### config.mk
export PLATFORM = sky130hd
export DESIGN_NAME = pipelined_cla_adder
export DESIGN_NICKNAME = d
export VERILOG_FILES = /design/src/rtl/cla_pkg.sv /design/src/rtl/cla_group4.sv /design/src/rtl/pipelined_cla_adder.sv
export SDC_FILE = /design/constraint.sdc
export NUM_CORES = 1
export LEC_CHECK = 0
export CORE_MARGIN = 2
export CORE_UTILIZATION = 55
export CTS_BUF_LIST = sky130_fd_sc_hd__clkbuf_2
export DETAILED_ROUTE_END_ITERATION = 10
export GPL_ROUTABILITY_DRIVEN = 0
export GPL_TIMING_DRIVEN = 1
export PLACE_DENSITY_LB_ADDON = 0.15
export SYNTH_ARGS = -nofsm -noshare
export SYNTH_HDL_FRONTEND = slang
export SYNTH_HIERARCHICAL = 1
export SYNTH_SLANG_ARGS = --single-unit
### constraint.sdc
create_clock -name clk -period 7.05 [get_ports clk]
set_clock_uncertainty 0.1 [all_clocks]
set_input_delay 1.41 -clock clk [delete_from_list [all_inputs] [get_ports clk]]
set_output_delay 1.41 -clock clk [all_outputs]
set_load 0.01 [all_outputs]
### src/rtl/cla_pkg.sv
// cla_pkg: shared group width, group P/G pair type and stage-count helper for the pipelined CLA
package cla_pkg;
   localparam int CLA_GRP_W = 4;
   typedef struct packed {
      logic p;
      logic g;
   } cla_pg_t;
   function automatic int cla_stages(input int width, input int gps);
      return width / (CLA_GRP_W * gps);
   endfunction
endpackage

### src/rtl/cla_group4.sv
// cla_group4: combinational 4-bit carry-lookahead group producing sum, group P/G and carry out
module cla_group4
   import cla_pkg::*;
(
   input  logic [3:0] a,
   input  logic [3:0] b,
   input  logic       ci,
   output logic [3:0] s,
   output cla_pg_t    pg,
   output logic       co
);
   logic [3:0] p, g, c;
   assign p = a ^ b;
   assign g = a & b;
   assign c[0] = ci;
   assign c[1] = g[0] | (p[0] & ci);
   assign c[2] = g[1] | (p[1] & g[0]) | (p[1] & p[0] & ci);
   assign c[3] = g[2] | (p[2] & g[1]) | (p[2] & p[1] & g[0]) | (p[2] & p[1] & p[0] & ci);
   assign pg.p = &p;
   assign pg.g = g[3] | (p[3] & g[2]) | (p[3] & p[2] & g[1]) | (p[3] & p[2] & p[1] & g[0]);
   assign co = pg.g | (pg.p & ci);
   assign s = p ^ c;
endmodule

### src/rtl/pipelined_cla_adder.sv
// pipelined_cla_adder: valid/ready pipelined CLA add/sub, GPS 4-bit groups resolved per stage.
// Define PIPELINED_CLA_OVF_EN to build the registered signed-overflow output.
module pipelined_cla_adder
   import cla_pkg::*;
#(
   parameter int WIDTH = 16,
   parameter int GPS   = 1
) (
   input  logic             clk,
   input  logic             rst,
   input  logic             in_valid,
   output logic             in_ready,
   input  logic [WIDTH-1:0] a,
   input  logic [WIDTH-1:0] b,
   input  logic             cin,
   input  logic             sub,
   output logic             out_valid,
   input  logic             out_ready,
   output logic [WIDTH-1:0] sum,
   output logic             cout,
   output logic             ovf
);
   localparam int SW     = CLA_GRP_W * GPS;
   localparam int STAGES = cla_stages(WIDTH, GPS);
   if (WIDTH % SW != 0 || WIDTH < SW) begin : g_bad
      $error("pipelined_cla_adder: WIDTH must be a multiple of 4*GPS");
   end
   logic [STAGES-1:0] v, ld;
   logic [STAGES:0]   vs;
   logic [WIDTH-1:0]  bx;
   assign bx        = b ^ {WIDTH{sub}};
   assign vs        = {v, in_valid};
   assign in_ready  = ld[0];
   assign out_valid = v[STAGES-1];
   // a stage loads when empty or when its content moves on this edge
   always_comb begin
      ld[STAGES-1] = !v[STAGES-1] || out_ready;
      for (int i = STAGES - 2; i >= 0; i--) ld[i] = !v[i] || ld[i + 1];
   end
   always_ff @(posedge clk or posedge rst)
      if (rst) v <= '0;
      else for (int i = 0; i < STAGES; i++) if (ld[i]) v[i] <= vs[i];
   for (genvar k = 0; k < STAGES; k++) begin : g_st
      localparam int R = (k + 1) * SW;
      localparam int U = WIDTH - R;
      logic [SW-1:0]  ga, gb, gs;
      logic [GPS-1:0] unused_co;
      logic [R-1:0]   s, s_d;
      logic           c, ci0;
      if (k == 0) begin : g_src
         assign ga  = a[SW-1:0];
         assign gb  = bx[SW-1:0];
         assign ci0 = sub | cin;
         assign s_d = gs;
      end else begin : g_src
         assign ga  = g_st[k-1].g_u.ua[SW-1:0];
         assign gb  = g_st[k-1].g_u.ub[SW-1:0];
         assign ci0 = g_st[k-1].c;
         assign s_d = {gs, g_st[k-1].s};
      end
      for (genvar j = 0; j < GPS; j++) begin : g_grp
         cla_pg_t pg;
         logic    ci, cn;
         if (j == 0) begin : g_ci
            assign ci = ci0;
         end else begin : g_ci
            assign ci = g_grp[j-1].cn;
         end
         cla_group4 u_grp (
            .a (ga[j*CLA_GRP_W +: CLA_GRP_W]),
            .b (gb[j*CLA_GRP_W +: CLA_GRP_W]),
            .ci(ci),
            .s (gs[j*CLA_GRP_W +: CLA_GRP_W]),
            .pg(pg),
            .co(unused_co[j])
         );
         assign cn = pg.g | (pg.p & ci);
      end
      always_ff @(posedge clk or posedge rst)
         if (rst) begin
            s <= '0;
            c <= 1'b0;
         end else if (ld[k]) begin
            s <= s_d;
            c <= g_grp[GPS-1].cn;
         end
      if (U > 0) begin : g_u
         logic [U-1:0] ua, ub, ua_d, ub_d;
         if (k == 0) begin : g_d
            assign ua_d = a[WIDTH-1:SW];
            assign ub_d = bx[WIDTH-1:SW];
         end else begin : g_d
            assign ua_d = g_st[k-1].g_u.ua[U+SW-1:SW];
            assign ub_d = g_st[k-1].g_u.ub[U+SW-1:SW];
         end
         always_ff @(posedge clk or posedge rst)
            if (rst) begin
               ua <= '0;
               ub <= '0;
            end else if (ld[k]) begin
               ua <= ua_d;
               ub <= ub_d;
            end
      end
`ifdef PIPELINED_CLA_OVF_EN
      // carry into the MSB is recovered from its sum bit and operand bits
      if (k == STAGES - 1) begin : g_ovf
         logic o;
         always_ff @(posedge clk or posedge rst)
            if (rst) o <= 1'b0;
            else if (ld[k]) o <= gs[SW-1] ^ ga[SW-1] ^ gb[SW-1] ^ g_grp[GPS-1].cn;
      end
`endif
   end
   assign sum  = g_st[STAGES-1].s;
   assign cout = g_st[STAGES-1].c;
`ifdef PIPELINED_CLA_OVF_EN
   assign ovf = g_st[STAGES-1].g_ovf.o;
`else
   assign ovf = 1'b0;
`endif
endmodule

==> results.tsv <==
stage	metric	value	unit
cts	clock tree from TritonCTS	built	
placed_design	Post-Place Cells	481	
worst_setup_path	largest fanout on the critical path	41	
worst_setup_path	CP bufs+invs	4	
pwr	proportion of total power due to net switching	30.0	%
pwr	cell leakage power	2.30	nW
final_layout	number of filler cells placed in the layout	616	
final_layout	number of standard cells in the final layout excluding fillers	497	
final_layout	layout cells sized above 1	28.9	%
sta	post-route fraction of the period consumed by the critical path	71.3	%
flow_run	max-capacitance violation count	0	
detailed_routing	number of antenna-violating nets in the routed design	0	
detailed_routing	drt initial violations	63	
detailed_routing	total number of vias	2591	
worst_setup_path	Critical Path AT	3.52	ns
worst_setup_path	startpoint type of the worst setup path	input port	
worst_setup_path	required time worst endpoint	5.54	ns
placed_design	PortBufs	56	
final_layout	post-layout net count	448	
worst_setup_path	Most Frequent Cell on Critical Path	sky130_fd_sc_hd__clkdlybuf4s50_1	
global_routing	number of global-route vias before repair	2569	
detailed_routing	detail-routed net length per standard cell	14.8	um
floorplan	full die area	8890	um2
hold_path	type of the worst min-delay path	flop to flop	
synth	Synth Area per Inst	13.4	um2
detailed_routing	Residual DRC	0	
synth	cell area after technology mapping	4490	um2
synth	Yosys Warn Count	6	
detailed_routing	post-detailed-route via-to-cell ratio	5.21	
sta	final period demand of the worst path	5.03	ns
synth	cells after synthesis	335	
worst_setup_path	Max stage delay on crit path	0.60	ns
global_routing	wire length of the first global-routing pass	12500	um
sta	transition time of the tightest slew-check pin	1.12	ns
final_layout	most common cell after layout, fill and taps aside	sky130_fd_sc_hd__dfrtp_1	
sta	setup repair after global routing missed its margin	false	
cts	CTS-repair resized insts	0	
sta	pins over their slew limit	0	
cts	worst skew pair latency	0.53	ns
floorplan	height of the die	94.3	um
floorplan	core area	7810	um2
worst_setup_path	cells along the critical path	clkdlybuf4s50_1 -> and4b_1 -> buf_4 -> and2_4 -> inv_4 -> clkdlybuf4s50_1	
worst_setup_path	Crit. End Element	output port	
cts	clock transition at the registers of the reported paths	0.24	ns
cts	TritonCTS Buffers	9	
worst_setup_path	Crit Path Class	input port to output port	
floorplan	site row count	32	
pwr	reported net switching power	506	uW
cts	clock sinks	96	
global_routing	maximum number of pins on one net before global-route repair	55	
global_routing	overall routing resource usage	18.2	%
pwr	combinational cell fraction of total power	34.2	%
pwr	portion of total power attributed to sequential cells	48.4	%
pwr	Total Power	1.68	mW
global_routing	initial antenna violation count	0	
detailed_routing	detailed-router iteration count before antenna repair	4	
final_layout	diodes inserted	0	
global_routing	total congestion overflow	0	
final_layout	most frequent cells in the layout	sky130_fd_sc_hd__dfrtp_1, sky130_fd_sc_hd__mux2_2, sky130_fd_sc_hd__clkdlybuf4s50_1, sky130_fd_sc_hd__xnor2_1, sky130_fd_sc_hd__inv_1	
floorplan	initial cell density of the core	57.5	%
floorplan	die boundary width	94.3	um
run_status	run status	complete, no violations	
synth	syn nets	393	
cts	hold buffers post-CTS	0	
cts	clock tree root buffer cell	sky130_fd_sc_hd__clkbuf_2	
pwr	clock share of power	17.4	%
sta	Setup TNS Final	0	ns
cts	H-Tree Level Count	3	
cts	number of setup buffers added after CTS	0	
sta	Max Freq	0.199	GHz
pwr	internal power contribution	1.18	mW
cts	number of buffers on the longest clock path	2	
sta	number of endpoints failing setup at the final stage	0	
worst_setup_path	Critical Path Slowest Stage Cell	sky130_fd_sc_hd__clkdlybuf4s50_1	
worst_setup_path	critical path's top delay family	buffers and inverters	
sta	Max transition margin	25.2	%
pwr	highest ir drop seen on vdd	116	uV
pwr	ratio of total power to cell area	320	nW/um2
placed_design	final HPWL from detailed placement	5450	um
floorplan	num ports	58	
detailed_routing	Detailed Route WL	7370	um
sta	final-report hold violation count	0	
final_layout	synth-to-layout area growth	17.2	%
## stage by stage
step / hold WS (ns) / instance area (um2) / setup slack (ns) / utilization, %
3_5_place_dp: 0.372 / 5120 / 2.04 / 65.5
2_1_floorplan: 0.327 / 4490 / 3.03 / -
4_1_cts: 0.426 / 5260 / 2.02 / 67.4
6_report: 0.424 / 5260 / 2.02 / 67.4
5_1_grt: 0.436 / 5260 / 1.91 / 67.4
3_3_place_gp: 0.341 / 5120 / 2.05 / 65.5
## sequential cells by signal, indices dropped and copies added, names as in the netlist
name / cells
cout: 1
v: 4
g_st.s: 24
sum: 16
g_st.g_u.ub: 24
g_st.g_u.ua: 24
g_st.c: 3
## power by group through the flow
| stage | Combinational, mW | Sequential [mW] | Clock, mW |
|---|---|---|---|
| finish | 0.577 | 0.814 | 0.293 |
| global route | 0.634 | 0.836 | 0.327 |
| CTS | 0.584 | 0.815 | 0.303 |
| detailed placement | 0.582 | 0.829 | 0 |
| global placement | 0.561 | 0.821 | 0 |
| floorplan | 0.378 | 0.820 | 0 |
## final timing paths
path | start | end | slack (ns) | cells after the start
max | out_ready | in_ready | 2.02 | 6
max in group asynchronous | rst | g_st[1].s[1] | 4.54 | 3
min in group asynchronous | rst | g_st[2].s[3] | 1.17 | 2
min reg2reg | v[1] | v[2] | 0.42 | 1
min | v[1] | v[2] | 0.42 | 1
max reg2reg | v[3] | g_st[0].g_u.ua[1] | 5.01 | 5
## layout make-up
type                            count  area (um2)  share of cell area, %
Multi-Input combinational cell    204        1930                   36.6
Sequential cell                    96        2400                   45.7
Timing Repair Buffer               59         583                   11.1
Inverter                           20        78.8                   1.50
Tap cell                          102         128                   2.43
Clock buffer                        9        45.0                  0.857
Clock inverter                      7        96.3                   1.83
## worst reg2reg max path: stages (launching register included)
cell and delay [ns]:
sky130_fd_sc_hd__dfrtp_1 0.44, sky130_fd_sc_hd__and4b_1 0.20, sky130_fd_sc_hd__buf_4 0.40, sky130_fd_sc_hd__and2_4 0.34, sky130_fd_sc_hd__inv_4 0.15, sky130_fd_sc_hd__mux2_4 0.33
## routing by layer
metal | vias to the layer above | track usage (%) | wire (um) | part of all wire, %
met5 | - | 0 | 0 | 0
met4 | 0 | 6.88 | 95 | 1.3
met3 | 8 | 3.21 | 224 | 3.0
met2 | 51 | 27.4 | 3340 | 45
met1 | 1246 | 26.6 | 3710 | 50
li1 | 1286 | - | - | -
No activity file was read; power rests on OpenSTA's default activity.
